[config.mk]
export PLATFORM = sky130hd
export DESIGN_NAME = mem_access_ctrl
export DESIGN_NICKNAME = d
export VERILOG_FILES = /design/src/rtl/mem_access_ctrl.sv
export SDC_FILE = /design/constraint.sdc
export NUM_CORES = 1
export LEC_CHECK = 0
export ABC_AREA = 1
export BUFFER_PORTS_ARGS = -buffer_cell sky130_fd_sc_hd__buf_2
export CELL_PAD_IN_SITES_DETAIL_PLACEMENT = 0
export CELL_PAD_IN_SITES_GLOBAL_PLACEMENT = 1
export CORE_MARGIN = 2
export CORE_UTILIZATION = 36
export CTS_CLUSTER_DIAMETER = 50
export CTS_CLUSTER_SIZE = 14
export DETAILED_ROUTE_END_ITERATION = 8
export GPL_ROUTABILITY_DRIVEN = 0
export PLACE_DENSITY = 0.86
export RECOVER_POWER = 100
export REMOVE_ABC_BUFFERS = 1
export SYNTH_ARGS = -nofsm -noshare
export SYNTH_HDL_FRONTEND = slang
export SYNTH_SLANG_ARGS = --single-unit
[constraint.sdc]
create_clock -name clk -period 2.6 [get_ports clk]
set_input_delay 0.52 -clock clk [delete_from_list [all_inputs] [get_ports clk]]
set_output_delay 0.52 -clock clk [all_outputs]
set_load 0.02 [all_outputs]
[src/rtl/mem_access_ctrl.sv]
// mem_access_ctrl
// Load/store unit front end for an RV32 pipeline. It computes the effective
// address, checks the access width and alignment, issues a single-cycle
// strobe to data memory, waits a bounded time for the acknowledge, and
// returns one registered response (extended load data or an error flag).
//
// Ports
//   clk, rst                 clock and synchronous active-high reset
//   req_valid / req_ready    request handshake; ready only while idle
//   is_store, funct3         access kind and RV32 width code
//   base, offset             address operands (offset is a signed imm12)
//   store_data               store source, data in the low bits
//   mem_req, mem_addr        one-cycle strobe and word-aligned address
//   mem_we, mem_wdata        byte enables and lane-replicated store data
//   mem_rdata, mem_ack       read word and completion from memory
//   resp_valid, resp_data    one-cycle response strobe and load result
//   resp_err                 response is an error (alignment, code, timeout)
//   busy                     stall request, high whenever not idle
module mem_access_ctrl #(
  parameter int TIMEOUT = 255
) (
  input  logic        clk,
  input  logic        rst,
  input  logic        req_valid,
  output logic        req_ready,
  input  logic        is_store,
  input  logic [2:0]  funct3,
  input  logic [31:0] base,
  input  logic [11:0] offset,
  input  logic [31:0] store_data,
  output logic        mem_req,
  output logic [31:0] mem_addr,
  output logic [3:0]  mem_we,
  output logic [31:0] mem_wdata,
  input  logic [31:0] mem_rdata,
  input  logic        mem_ack,
  output logic        resp_valid,
  output logic [31:0] resp_data,
  output logic        resp_err,
  output logic        busy
);

  localparam logic [1:0] S_IDLE  = 2'd0;
  localparam logic [1:0] S_ISSUE = 2'd1;
  localparam logic [1:0] S_WAIT  = 2'd2;
  localparam logic [1:0] S_RESP  = 2'd3;

  localparam logic [2:0] F3_B  = 3'b000;
  localparam logic [2:0] F3_H  = 3'b001;
  localparam logic [2:0] F3_W  = 3'b010;
  localparam logic [2:0] F3_BU = 3'b100;
  localparam logic [2:0] F3_HU = 3'b101;

  // Last counter value before the access is abandoned; the counter starts
  // at zero on the first WAIT cycle, so this gives exactly TIMEOUT cycles.
  localparam logic [7:0] WAIT_LAST = 8'(TIMEOUT - 1);

  logic [1:0]  state_reg;
  logic [7:0]  wait_cnt_reg;
  logic [1:0]  ea_lo_reg;
  logic [2:0]  funct3_reg;
  logic        is_store_reg;

  logic        mem_req_reg;
  logic [3:0]  mem_we_reg;
  logic [31:0] mem_addr_reg;
  logic [31:0] mem_wdata_reg;
  logic        resp_valid_reg;
  logic [31:0] resp_data_reg;
  logic        resp_err_reg;

  // Request decode (valid only while idle)
  logic [31:0] ea;
  logic        code_ok;
  logic        align_ok;
  logic        req_legal;
  logic [3:0]  lane_we;
  logic [31:0] lane_wdata;

  always_comb begin
    ea = base + {{20{offset[11]}}, offset};

    code_ok = 1'b0;
    case (funct3)
      F3_B, F3_H, F3_W: code_ok = 1'b1;
      F3_BU, F3_HU:     code_ok = ~is_store;  // no unsigned stores
      default:          code_ok = 1'b0;
    endcase

    align_ok = 1'b1;
    if (funct3[1:0] == 2'b01) align_ok = ~ea[0];
    if (funct3 == F3_W)       align_ok = (ea[1:0] == 2'b00);

    req_legal = code_ok & align_ok;

    lane_we    = 4'b1111;
    lane_wdata = store_data;
    case (funct3[1:0])
      2'b00: begin
        lane_we    = 4'b0001 << ea[1:0];
        lane_wdata = {4{store_data[7:0]}};
      end
      2'b01: begin
        lane_we    = 4'b0011 << ea[1:0];
        lane_wdata = {2{store_data[15:0]}};
      end
      default: begin
        lane_we    = 4'b1111;
        lane_wdata = store_data;
      end
    endcase
  end

  // Load extraction from the word returned by memory
  logic [7:0]  rd_byte;
  logic [15:0] rd_half;
  logic [31:0] load_ext;

  always_comb begin
    rd_byte = mem_rdata[{ea_lo_reg, 3'b000} +: 8];
    rd_half = mem_rdata[{ea_lo_reg[1], 4'b0000} +: 16];
    case (funct3_reg)
      F3_B:    load_ext = {{24{rd_byte[7]}}, rd_byte};
      F3_H:    load_ext = {{16{rd_half[15]}}, rd_half};
      F3_BU:   load_ext = {24'h000000, rd_byte};
      F3_HU:   load_ext = {16'h0000, rd_half};
      default: load_ext = mem_rdata;
    endcase
  end

  always_ff @(posedge clk) begin
    if (rst) begin
      state_reg      <= S_IDLE;
      wait_cnt_reg   <= 8'd0;
      ea_lo_reg      <= 2'b00;
      funct3_reg     <= 3'b000;
      is_store_reg   <= 1'b0;
      mem_req_reg    <= 1'b0;
      mem_we_reg     <= 4'b0000;
      mem_addr_reg   <= 32'h0;
      mem_wdata_reg  <= 32'h0;
      resp_valid_reg <= 1'b0;
      resp_data_reg  <= 32'h0;
      resp_err_reg   <= 1'b0;
    end else begin
      // Strobes default low; data outputs hold until next written.
      mem_req_reg    <= 1'b0;
      mem_we_reg     <= 4'b0000;
      resp_valid_reg <= 1'b0;

      case (state_reg)
        S_IDLE: begin
          if (req_valid) begin
            if (req_legal) begin
              ea_lo_reg    <= ea[1:0];
              funct3_reg   <= funct3;
              is_store_reg <= is_store;
              mem_req_reg  <= 1'b1;
              mem_addr_reg <= {ea[31:2], 2'b00};
              if (is_store) begin
                mem_we_reg    <= lane_we;
                mem_wdata_reg <= lane_wdata;
              end
              state_reg <= S_ISSUE;
            end else begin
              resp_valid_reg <= 1'b1;
              resp_err_reg   <= 1'b1;
              resp_data_reg  <= 32'h0;
              state_reg      <= S_RESP;
            end
          end
        end

        S_ISSUE: begin
          wait_cnt_reg <= 8'd0;
          state_reg    <= S_WAIT;
        end

        S_WAIT: begin
          // An ack on the final counted cycle still completes normally.
          if (mem_ack) begin
            resp_valid_reg <= 1'b1;
            resp_err_reg   <= 1'b0;
            resp_data_reg  <= is_store_reg ? 32'h0 : load_ext;
            state_reg      <= S_RESP;
          end else if (wait_cnt_reg == WAIT_LAST) begin
            resp_valid_reg <= 1'b1;
            resp_err_reg   <= 1'b1;
            resp_data_reg  <= 32'h0;
            state_reg      <= S_RESP;
          end else begin
            wait_cnt_reg <= wait_cnt_reg + 8'd1;
          end
        end

        default: begin
          state_reg <= S_IDLE;
        end
      endcase
    end
  end

  assign req_ready  = (state_reg == S_IDLE);
  assign busy       = (state_reg != S_IDLE);
  assign mem_req    = mem_req_reg;
  assign mem_we     = mem_we_reg;
  assign mem_addr   = mem_addr_reg;
  assign mem_wdata  = mem_wdata_reg;
  assign resp_valid = resp_valid_reg;
  assign resp_data  = resp_data_reg;
  assign resp_err   = resp_err_reg;

endmodule

# Word level (Yosys, flattened, before mapping)
# Cells that the tools add are included.
op_classes:
  addsub: 2
  n_eq_ne: 16
  n_shift: 4
  muxes: 31
  bitwise_logic: 6
  reduce_logical: 17
ops:
  columns: ["cell", "n"]
  rows:
  - ["2-to-1 mux 32 bit", 5]
  - ["one-hot mux 32 bit (2 select lines)", 2]
  - ["one-hot mux 32 bit (4 select lines)", 1]
  - ["adder 32 bit", 1]
  - ["indexed part select 32 x 6 -> 16 bit", 1]
  - ["indexed part select 32 x 6 -> 8 bit", 1]
  - ["2-to-1 mux 8 bit", 2]
  - ["one-hot mux 8 bit (2 select lines)", 1]
  - ["equality test 3 bit, second input constant", 4]
  - ["2-to-1 mux 1 bit", 11]
  - ["adder 8 x 1 -> 8 bit, second input constant", 1]
  - ["equality test 8 bit, second input constant", 1]
  - ["2-to-1 mux 2 bit", 4]
  - ["!= test 2 bit, second input constant", 4]
  - ["one-hot mux 4 bit (2 select lines)", 1]
  - ["AND reduction 4 bit", 2]
  - ["equality test 3 x 1 -> 1 bit, second input constant", 2]
  - ["logical NOT 2 bit", 3]
  - ["logical NOT 3 bit", 2]
  - ["one-hot mux 1 bit (2 select lines)", 3]
  - ["one-hot mux 2 bit (3 select lines)", 1]
  - ["AND reduction 3 bit", 2]
  - ["nonzero test 2 bit", 3]
  - ["OR reduction 3 bit", 2]
  - ["other kinds (11)", 16]
word_totals:
  register_bits: 117
  word_cells: 88

# Depth between registers and ports, before layout
# Gate-level depths: netlist of run 1.
logic_depth:
  depth_word: 8
  mapped_depth: 14

# Worst setup path after synthesis of run 1
# Ideal clock, no wire load.
synth_timing:
  path_type: "input -> register"
  start: "input port offset[0]"
  end: "register mem_addr_reg[13], in the netlist mem_addr[13]"
  setup_ns: 0.075
  arrival_time_ns: 2.295
  required_ns: 2.525
  slack_ns: 0.230
  path_stages: 12
  n_path_buf: 1
  path_cell_list: "ha_1 > fa_1 > nor2_1 > nand2_1 > a21oi_2 > nand2_1 > nor2_4 > inv_2 > nor2_4 > inv_2 > buf_4 > a22oi_2"
synth_between:
  elab_cells_between_ends: 7
  cone_classes: "add/sub (1); mux (2); bitwise (2); reduce/logical (2)"
synth_rtl:
  columns: ["element", "line_no", "source"]
  rows:
  - ["start, declared", "29", "input logic [11:0] offset,"]
  - ["adder 32 bit", "81", "ea = base + {{20{offset[11]}}, offset};"]
  - ["named net ea[1]", "73", "logic [31:0] ea;"]
  - ["logical NOT 2 bit", "92", "if (funct3 == F3_W) align_ok = (ea[1:0] == 2'b00);"]
  - ["2-to-1 mux 1 bit", "92", null]
  - ["bitwise AND 1 bit", "94", "req_legal = code_ok & align_ok;"]
  - ["AND reduction 3 bit (no source line)", null, null]
  - ["end signal, assigned", "159", "mem_addr_reg <= {ea[31:2], 2'b00};"]
  - ["end, declared", "66", "logic [31:0] mem_addr_reg;"]
# The timed path passes the listed nets, and every way through them passes these cells.
# A chain may end at the register's enable or synchronous reset.

# Worst setup path after layout of run 1
layout_timing:
  start: "input port offset[0]"
  end: "register resp_data_reg[15], in the netlist resp_data[15]"
layout_between:
  elab_cells_between_ends: 8
  cone_classes: "add/sub (1); eq/ne (1); mux (2); bitwise (2); reduce/logical (2)"
layout_rtl:
  columns: ["element", "line_no", "source"]
  rows:
  - ["adder 32 bit", "81", null]
  - ["named net ea[1]", "73", null]
  - ["logical NOT 2 bit", "92", null]
  - ["2-to-1 mux 1 bit", "92", null]
  - ["bitwise AND 1 bit", "94", null]
  - ["!= test 2 bit (no source line)", null, null]
  - ["AND reduction 4 bit (no source line)", null, null]
  - ["end signal, assigned", "184", "resp_data_reg <= is_store_reg ? 32'h0 : load_ext;"]
  - ["end, declared", "69", "logic [31:0] resp_data_reg;"]
# The timed path passes the listed nets, and every way through them passes these cells.

==> summary.txt, run 1 <==
Critical path
  – Max stage delay on crit path: 540 ps
  – Crit path kind: in -> reg
  – Most used cell, CP: nand2_1
  – Worst reg2reg endpoint: resp_data[15]$_SDFFE_PP0P_
  – R2R depth: 9
  – CP Cell Sequence: buf_2, ha_1, fa_1, nor2_1, nand2_1, a21oi_1, nand2_1, nand2_1, nor2_4, clkbuf_2, o21ai_0, a21oi_1
  – Crit start category: primary input
  – Critical Path RT: 2940 ps
  – Setup crit end kind: flop
  – R2r setup slk: 520 ps
  – Reg-to-reg critical path startpoint: wait_cnt_reg[0]$_SDFFE_PP0P_
  – CP max FO: 19
  – Slowest CP cell: fa_1
  – WP data arrival: 2680 ps

Routing
  – Vias: 8642
  – Vias per cell: 4.77
  – Initial drt markers: 385
  – # DRC: 0
  – Wire per inst: 13.6 µm
  – Drt total wl: 24.7 mm
  – Drt pass-1 iters: 5
  – Final ANT Viol Nets: 0

Placed design
  – # port buffers: 218
  – Pre-CTS setup slack: -116 ps
  – Post-DP HPWL: 18.8 mm

Timing
  – Worst relative slew slack: 55.4%
  – Final setup viols: 0
  – Crit share post-route: 90.2%
  – Final hold viol count: 0
  – Final worst-path setup slack: 254 ps
  – Clock Skew: 19.6 ps
  – Setup_tns: 0 ps
  – Final Max Tran Viols: 0
  – Unrepaired setup endpoints after global routing: false
  – Fmax: 0.426 GHz
  – Worst-margin pin slew: 668 ps
  – Final min period: 2350 ps

Floorplan
  – # IOs: 221
  – Initial Util: 36.4%
  – Die Wd: 152 µm
  – Area of the die: 0.0231 mm²
  – Die Y: 152 µm
  – Core box area: 0.0216 mm²
  – Site row count: 54

CTS
  – Htree depth: 4
  – Postcts setup bufs: 0
  – Clock latency at the later pin of the worst-skew pair: 420 ps
  – Clock-pin slew on the worst setup and hold paths: 60 ps
  – Cts hold-fix bufs: 0
  – Clock Path Buffers: 2
  – # clock sinks: 117
  – Total CTS buffers: 17
  – CTS tree: yes
  – Post-cts gate resize count: 0
  – CTS root buffer: clkbuf_16

Logic synthesis
  – Syn Inst Count: 1308
  – Yosys warns: 0
  – Synth Flop Type: dfxtp_1
  – Synth Cell Area: 0.00788 mm²
  – EDFF count, synth: 0
  – Synth Area per Inst: 6.02 µm²
  – Synth Register Bits: 117
  – Post-synthesis async set-or-reset flop share: 0%
  – Synth unique cells: 42
  – Sequential share of the synthesized area: 29.7%

Cells and area
  – Filler cells: 2385
  – Most frequent cells in the layout: nand2_1, inv_1, dfxtp_1
  – ANT cells: 0
  – NumNets Final: 1672
  – Commonest non-fill, non-tap cell in the layout: nand2_1
  – Final core occ: 44.9%
  – Area grow syn2layout: 23.1%
  – Share of layout cells above drive strength 1: 12.5%

Worst hold path
  – Min-Delay Path Class: in -> reg
  – Hold Crit Start: store_data[4]
  – WHS Endpoint: mem_wdata[4]$_SDFFE_PP0P_
  – Hold path depth: 3

Global routing
  – First-pass GRT wire length: 39.8 mm
  – Tot GR Track Use: 20.9%
  – Initial antenna violation count: 1
  – Largest net degree at the start of global routing: 47
  – Vias in the first global route: 7990
  – GR Overflow Total: 0

Job
  – Max-cap viol count: 0

Power
  – Leakage: 0.00499 µW
  – Pwr Density: 806 mW/mm²
  – VDD IR max: 0.406 mV

Run status
  – Outcome: completed
[routing by layer]
layer  track usage, %  up-vias  share of wire [%]
met2             35.9      267                 47
met3             4.05       32                6.1
met5                0        -              0.065
met1             26.7     3833                 45
li1                 -     4508                  -
met4             6.41        2                1.9
[critical path: cells and delay by family]
| kind | cells | cell delay [ps] |
|---|---|---|
| simple gates | 5 | 580 |
| compound gates | 3 | 320 |
| buf+inv | 2 | 470 |
| fa+ha+maj | 2 | 790 |
[cell usage after synthesis (all sizes together), types with 10 or more instances]
cell type / count / area (µm²)
nand2: 472 / 1780
inv: 191 / 717
dfxtp: 117 / 2340
nor2: 110 / 435
a21oi: 99 / 511
nand3: 93 / 470
o21ai: 59 / 299
ha: 37 / 463
buf: 27 / 168
clkbuf: 24 / 90.1
o211ai: 14 / 105
nor3: 10 / 50.1
xnor2: 10 / 87.6
xor2: 10 / 87.6
[final cells by class]
cell class                      instances  area (µm²)  area share [%]
Sequential cell                       117        2340            24.2
Clock inverter                         13        98.8            1.02
Inverter                              191         717            7.39
Clock buffer                           19         453            4.67
Multi-Input combinational cell        950        4550            46.9
Tap cell                              280         350            3.61
Timing Repair Buffer                  241        1190            12.3
[kinds of logic after synthesis]
logic type	share of synthesized area (%)
compound gates	13.4
xor+xnor	2.22
fa+ha+maj	6.13
buf+inv	12.4
flops	29.7
other cells	0.0476
simple gates	36.1
[power breakdown]
part           switching [µW]  internal [µW]  leakage (µW)
clock                     926           1280      0.000278
sequential                223           2180      0.000954
combinational            2200           1000       0.00376
[worst max path at each step]
stage | start | end | slack [ps] | cells past startpoint
3_5_place_dp | base[0] | mem_addr[27]$_SDFFE_PP0P_ | -120 | 14
4_1_cts | base[0] | mem_addr[27]$_SDFFE_PP0P_ | 320 | 14
5_1_grt | base[0] | resp_data[8]$_SDFFE_PP0P_ | 110 | 12
6_report | offset[0] | resp_data[15]$_SDFFE_PP0P_ | 250 | 12
3_3_place_gp | base[0] | mem_addr[27]$_SDFFE_PP0P_ | -40 | 14
2_1_floorplan | offset[0] | mem_wdata[0]$_SDFFE_PP0P_ | -930 | 10
[per-stage QoR]
step           hold WS [ps]  total power, µW  cell area (µm²)  cells
2_1_floorplan           444             4580             7620   1258
3_3_place_gp            445             5730             9300   1779
3_5_place_dp            448             5760             9300   1779
4_1_cts                 370             8010             9850   1811
5_1_grt                 383             8390             9700   1811
6_report                389             7820             9700   1811
(Power assumes the default switching activity.)
==> run 2: changes to the inputs <==
==> constraint.sdc (replaced) <==
create_clock -name clk -period 2.6 [get_ports clk]
set_input_delay 0.26 -clock clk [delete_from_list [all_inputs] [get_ports clk]]
set_output_delay 0.26 -clock clk [all_outputs]
set_load 0.02 [all_outputs]
==> run 2 against run 1 <==
Net effect:
- final cell count decreased by 0.28%
- via count decreased by 0.64%
- core utilization decreased by 0.12 points
- clock skew decreased by 8.8 ps
- register-to-register slack got worse by 130 ps
- maximum frequency increased by 2.5%
- worst setup slack improved by 58 ps
- design area decreased by 0.27%
- worst hold slack got worse by 300 ps
- wire length decreased by 1.5%
- critical path type unchanged
- largest cell class unchanged
- largest power group unchanged
==> summary.txt, run 2 (same netlist as run 1, synthesis figures left out) <==
Run status
  – Outcome: completed (unchanged)

Power
  – Pwr Density: 831 mW/mm² (was 806 mW/mm²)
  – VDD IR max: 0.428 mV (was 0.406 mV)
  – Leakage: 0.00497 µW (was 0.00499 µW)

Critical path
  – Setup crit end kind: flop (unchanged)
  – R2r setup slk: 390 ps (was 520 ps)
  – CP max FO: 37 (was 19)
  – Crit start category: primary input (unchanged)
  – Critical path launch point: offset[0] (unchanged)
  – Reg-to-reg critical path startpoint: wait_cnt_reg[0]$_SDFFE_PP0P_ (unchanged)
  – Worst reg2reg endpoint: resp_data[13]$_SDFFE_PP0P_ (was resp_data[15]$_SDFFE_PP0P_)
  – Critical Path RT: 2920 ps (was 2940 ps)
  – Crit path kind: in -> reg (unchanged)
  – R2R depth: 9 (unchanged)
  – WP data arrival: 2610 ps (was 2680 ps)

Cells and area
  – Area grow syn2layout: 22.8% (was 23.1%)
  – Non-Filler Instances: 1806 (was 1811)
  – Filler cells: 2382 (was 2385)
  – Most frequent cells in the layout: nand2_1, inv_1, dfxtp_1 (unchanged)
  – ANT cells: 0 (unchanged)
  – Share of layout cells above drive strength 1: 12.0% (was 12.5%)
  – NumNets Final: 1667 (was 1672)
  – Final core occ: 44.7% (was 44.9%)
  – Commonest non-fill, non-tap cell in the layout: nand2_1 (unchanged)

Worst hold path
  – WHS Endpoint: wait_cnt_reg[6]$_SDFFE_PP0P_ (was mem_wdata[4]$_SDFFE_PP0P_)
  – Hold Crit Start: rst (was store_data[4])
  – Min-Delay Path Class: in -> reg (unchanged)
  – Hold path depth: 2 (was 3)

CTS
  – Total CTS buffers: 17 (unchanged)
  – Clock Path Buffers: 2 (unchanged)
  – CTS tree: yes (unchanged)
  – Cts hold-fix bufs: 0 (unchanged)
  – Clock-pin slew on the worst setup and hold paths: 60 ps (about the same)
  – Htree depth: 4 (unchanged)
  – CTS root buffer: clkbuf_16 (unchanged)
  – Postcts setup bufs: 0 (unchanged)
  – Post-cts gate resize count: 0 (unchanged)
  – # clock sinks: 117 (unchanged)
  – Clock latency at the later pin of the worst-skew pair: 420 ps (about the same)

Routing
  – Top routing layer in use: met4 (was met5)
  – Final ANT Viol Nets: 0 (unchanged)
  – Metal-1 WL: 11.0 mm (about the same)
  – WL met2: 11.5 mm (was 11.7 mm)
  – Met3 wire length: 1.27 mm (was 1.49 mm)
  – Vias per cell: 4.75 (was 4.77)
  – Vias: 8587 (was 8642)
  – Drt pass-1 iters: 5 (unchanged)
  – Wire per inst: 13.5 µm (was 13.6 µm)
  – Drt total wl: 24.3 mm (was 24.7 mm)
  – # DRC: 0 (unchanged)
  – Initial drt markers: 420 (was 385)

Timing
  – Hold_ws: 91.6 ps (was 389 ps)
  – Final Max Tran Viols: 0 (unchanged)
  – Worst-margin pin slew: 638 ps (was 668 ps)
  – Crit share post-route: 88.0% (was 90.2%)
  – Worst relative slew slack: 57.4% (was 55.4%)
  – Setup_tns: 0 ps (unchanged)
  – Final worst-path setup slack: 312 ps (was 254 ps)
  – Final min period: 2290 ps (was 2350 ps)
  – Fmax: 0.437 GHz (was 0.426 GHz)
  – Unrepaired setup endpoints after global routing: false (unchanged)
  – Clock Skew: 10.8 ps (was 19.6 ps)
  – Final hold viol count: 0 (unchanged)
  – Final setup viols: 0 (unchanged)

Floorplan
  – Die Wd: 152 µm (unchanged)
  – Site row count: 54 (unchanged)
  – Initial Util: 36.4% (unchanged)
  – Core box area: 0.0216 mm² (unchanged)
  – # IOs: 221 (unchanged)
  – Die Y: 152 µm (unchanged)
  – Area of the die: 0.0231 mm² (unchanged)

Global routing
  – Tot GR Track Use: 20.9% (about the same)
  – First-pass GRT wire length: 39.8 mm (about the same)
  – GR Overflow Total: 0 (unchanged)
  – Initial antenna violation count: 0 (was 1)
  – Vias in the first global route: 8050 (was 7990)
  – Largest net degree at the start of global routing: 47 (unchanged)

Job
  – Max-cap viol count: 0 (unchanged)

Placed design
  – Pre-CTS setup slack: 98.8 ps (was -116 ps)
  – Post-DP HPWL: 18.7 mm (was 18.8 mm)
  – # port buffers: 218 (unchanged)
  – Placed instance count: 1774 (was 1779)
[run 2: cell count changes in the layout (fill, tap and decap cells not counted), moves of 3 or more]
cell | previous run | this run
inv_8 | 0 | 5
clkinv_2 | 4 | 0
clkinv_4 | 5 | 1
buf_12 | 5 | 2
[run 2: critical path: stages]
cell and delay (ps):
buf_2 100, ha_1 260, fa_1 510, nor2_1 160, nand2_1 70, a21oi_1 170
nand2_1 130, nor2_4 130, clkbuf_4 460, nand3_1 180, nand2_1 100, inv_1 40
[run 2: final cells by class]
class,instances,area (µm²),area share (%)
clock buffer,17,425,4.40
clock inverter,15,184,1.90
inverter,191,717,7.41
multi-input combinational,950,4540,46.9
sequential,117,2340,24.2
tap,280,350,3.62
timing repair buffer,236,1110,11.5
[run 2: how the worst max path moves through the flow]
stage                                       to  slack, ps  depth (start not counted)
global placement    resp_data[24]$_SDFFE_PP0P_        180                         13
global route         mem_addr[16]$_SDFFE_PP0P_        190                         14
finish               mem_addr[20]$_SDFFE_PP0P_        310                         12
detailed placement  mem_wdata[12]$_SDFFE_PP0P_        100                         11
floorplan            mem_wdata[0]$_SDFFE_PP0P_       -670                         10
CTS                 mem_wdata[12]$_SDFFE_PP0P_        530                         11
[run 2: layer usage]
| metal | vias to the layer above | track usage [%] |
|---|---|---|
| met2 | 245 | 36.6 |
| met5 | - | 0 |
| met1 | 3811 | 26.2 |
| met4 | 0 | 6.10 |
| li1 | 4494 | - |
| met3 | 37 | 3.59 |
[run 2: report_power, final]
part / internal [µW] / total, µW / switching, µW
registers: 2180 / 2400 / 222
logic: 997 / 3190 / 2200
clock network: 1460 / 2440 / 980
[run 2: through the flow]
stage / power (µW) / instance area, µm²
6_report: 8040 / 9670
5_1_grt: 8630 / 9670
4_1_cts: 8230 / 9840
3_5_place_dp: 5760 / 9240
3_3_place_gp: 5720 / 9240
2_1_floorplan: 4580 / 7620
==> run 3: changes to the inputs <==
--- a/config.mk
+++ b/config.mk
@@ -16,7 +16,6 @@
 export DETAILED_ROUTE_END_ITERATION = 8
 export GPL_ROUTABILITY_DRIVEN = 0
 export PLACE_DENSITY = 0.86
-export RECOVER_POWER = 100
 export REMOVE_ABC_BUFFERS = 1
 export SYNTH_ARGS = -nofsm -noshare
 export SYNTH_HDL_FRONTEND = slang
==> run 3 against run 2 <==
Net effect:
- combinational power rose by 4%
- clock-buffer cell count stayed put
- die area is the same
- design area up 1.8%
- non-clock buffer count unchanged
- global-route usage did not move
- largest cell class unchanged
- highest routed layer unchanged
==> summary.txt, run 3 (same netlist as run 1, synthesis figures left out) <==
Run status
  – Outcome: completed (unchanged)

Routing
  – Drt total wl: 24.3 mm (about the same)
  – Wire per inst: 13.4 µm (was 13.5 µm)
  – # DRC: 0 (unchanged)
  – Vias per cell: 4.74 (was 4.75)
  – Drt pass-1 iters: 5 (unchanged)
  – Vias: 8561 (was 8587)
  – Initial drt markers: 443 (was 420)
  – Final ANT Viol Nets: 0 (unchanged)

Power
  – Int Power: 4770 µW (was 4640 µW)
  – Logic gate share of total power: 40.8% (was 39.7%)
  – NetSw: 3400 µW (about the same)
  – Sequential fraction of design power: 29.3% (was 29.9%)
  – Pwr Density: 830 mW/mm² (was 831 mW/mm²)
  – Clock power frac: 29.9% (was 30.3%)
  – Sw Share: 41.7% (was 42.3%)
  – VDD IR max: 0.430 mV (was 0.428 mV)
  – Final Power: 8170 µW (was 8040 µW)
  – Leakage: 0.00541 µW (was 0.00497 µW)

Job
  – Max-cap viol count: 0 (unchanged)

Timing
  – Worst-margin pin slew: 639 ps (was 638 ps)
  – Hold_ws: 115 ps (was 91.6 ps)
  – Final setup viols: 0 (unchanged)
  – Worst relative slew slack: 57.4% (about the same)
  – Fmax: 0.472 GHz (was 0.437 GHz)
  – Unrepaired setup endpoints after global routing: false (unchanged)
  – Final hold viol count: 0 (unchanged)
  – Crit share post-route: 81.5% (was 88.0%)
  – Final Max Tran Viols: 0 (unchanged)
  – Clock Skew: 11.2 ps (was 10.8 ps)
  – Final min period: 2120 ps (was 2290 ps)

Critical path
  – Reg-to-reg critical path startpoint: ea_lo_reg[1]$_SDFFE_PP0P_ (was wait_cnt_reg[0]$_SDFFE_PP0P_)
  – Most used cell, CP: nand2_1 (unchanged)
  – Cell family with most CP delay: adder cells (unchanged)
  – WP data arrival: 2470 ps (was 2610 ps)
  – CP max FO: 32 (was 37)
  – Max stage delay on crit path: 510 ps (about the same)
  – Setup crit end kind: flop (unchanged)
  – Critical path launch point: offset[0] (unchanged)
  – Critical Path RT: 2950 ps (was 2920 ps)
  – CP Cell Sequence: buf_2, ha_1, fa_1, nor2_1, nand2_1, a21oi_2, nand2_1, nor2_4, buf_4, nand3_1, a21oi_1 (was buf_2, ha_1, fa_1, nor2_1, nand2_1, a21oi_1, nand2_1, nor2_4, clkbuf_4, nand3_1, nand2_1, inv_1)
  – Crit start category: primary input (unchanged)
  – Critical path buffers and inverters: 2 (was 3)
  – Slowest CP cell: fa_1 (unchanged)
  – Crit path kind: in -> reg (unchanged)

Global routing
  – Initial antenna violation count: 0 (unchanged)
  – First-pass GRT wire length: 39.8 mm (unchanged)
  – Tot GR Track Use: 20.9% (unchanged)
  – GR Overflow Total: 0 (unchanged)
  – Vias in the first global route: 8050 (unchanged)
  – Largest net degree at the start of global routing: 47 (unchanged)

Cells and area
  – Commonest non-fill, non-tap cell in the layout: nand2_1 (unchanged)
  – Area grow syn2layout: 25.0% (was 22.8%)
  – Share of layout cells above drive strength 1: 19.3% (was 12.0%)
  – NumNets Final: 1667 (unchanged)
  – Most frequent cells in the layout: nand2_1, buf_2, inv_1 (was nand2_1, inv_1, dfxtp_1)
  – Non-Filler Instances: 1806 (unchanged)
  – Final instance area: 0.00984 mm² (was 0.00967 mm²)
  – ANT cells: 0 (unchanged)
  – Final core occ: 45.5% (was 44.7%)

Worst hold path
  – Min-Delay Path Class: in -> reg (unchanged)
  – Hold Crit Start: rst (unchanged)

Placed design
  – # port buffers: 218 (unchanged)
  – Placed cell areas: 0.00924 mm² (unchanged)
  – Post-DP HPWL: 18.7 mm (unchanged)
  – Placed instance count: 1774 (unchanged)

CTS
  – Htree depth: 4 (unchanged)
  – Clock-pin slew on the worst setup and hold paths: 70 ps (was 60 ps)
  – CTS tree: yes (unchanged)
  – CTS root buffer: clkbuf_16 (unchanged)
  – Post-cts gate resize count: 0 (unchanged)
  – Clock latency at the later pin of the worst-skew pair: 420 ps (about the same)
  – Postcts setup bufs: 0 (unchanged)
  – Clock Path Buffers: 2 (unchanged)
  – # clock sinks: 117 (unchanged)
  – Total CTS buffers: 17 (unchanged)
  – Cts hold-fix bufs: 0 (unchanged)

Floorplan
  – Area of the die: 0.0231 mm² (unchanged)
  – # IOs: 221 (unchanged)
  – Core box area: 0.0216 mm² (unchanged)
  – Die Y: 152 µm (unchanged)
  – Die Wd: 152 µm (unchanged)
  – Initial Util: 36.4% (unchanged)
  – Site row count: 54 (unchanged)
-- run 3: power groups by stage --
stage | clock, µW | sequential (µW) | combinational (µW)
2_1_floorplan | 0 | 2850 | 1740
3_3_place_gp | 0 | 2430 | 3290
3_5_place_dp | 0 | 2430 | 3330
4_1_cts | 2490 | 2400 | 3340
5_1_grt | 2590 | 2440 | 3720
6_report | 2440 | 2390 | 3330
-- run 3: final timing paths --
path / endpoint / slack (ps) / depth (start not counted)
max: mem_wdata[12]$_SDFFE_PP0P_ / 480 / 11
min: wait_cnt_reg[6]$_SDFFE_PP0P_ / 110 / 2
max reg2reg: resp_data[26]$_SDFFE_PP0P_ / 570 / 9
min reg2reg: mem_wdata[9]$_SDFFE_PP0P_ / 460 / 2
-- run 3: per-stage QoR --
stage	setup TNS [ps]	setup WS (ps)
2_1_floorplan	-30870	-674
3_3_place_gp	0	178
3_5_place_dp	0	98.8
4_1_cts	0	529
5_1_grt	0	347
6_report	0	482
-- run 3: worst register-to-register path, stage by stage (launching register included) --
cell,delay (ps)
dfxtp_1,630
o21ai_0,270
nand2_1,130
o21ai_2,90
a21oi_4,300
nand2_4,200
nand3_1,160
nand2_1,60
nand2_1,60
nor2_1,40
-- run 3: layout make-up --
class,count,area (µm²)
repair buffers,236,1260
flip-flops and latches,117,2340
inverters,191,717
clock buffers,17,425
well taps,280,350
clock inverters,15,184
multi-input cells,950,4560
fillers,2307,11800
-- run 3: layer usage --
metal  track usage (%)  part of all wire [%]  up-vias
met5                 0                     0        -
met4              6.10                   1.5        0
met2              36.6                    48      223
met1              26.2                    46     3816
met3              3.59                   4.7       30
li1                  -                     -     4492
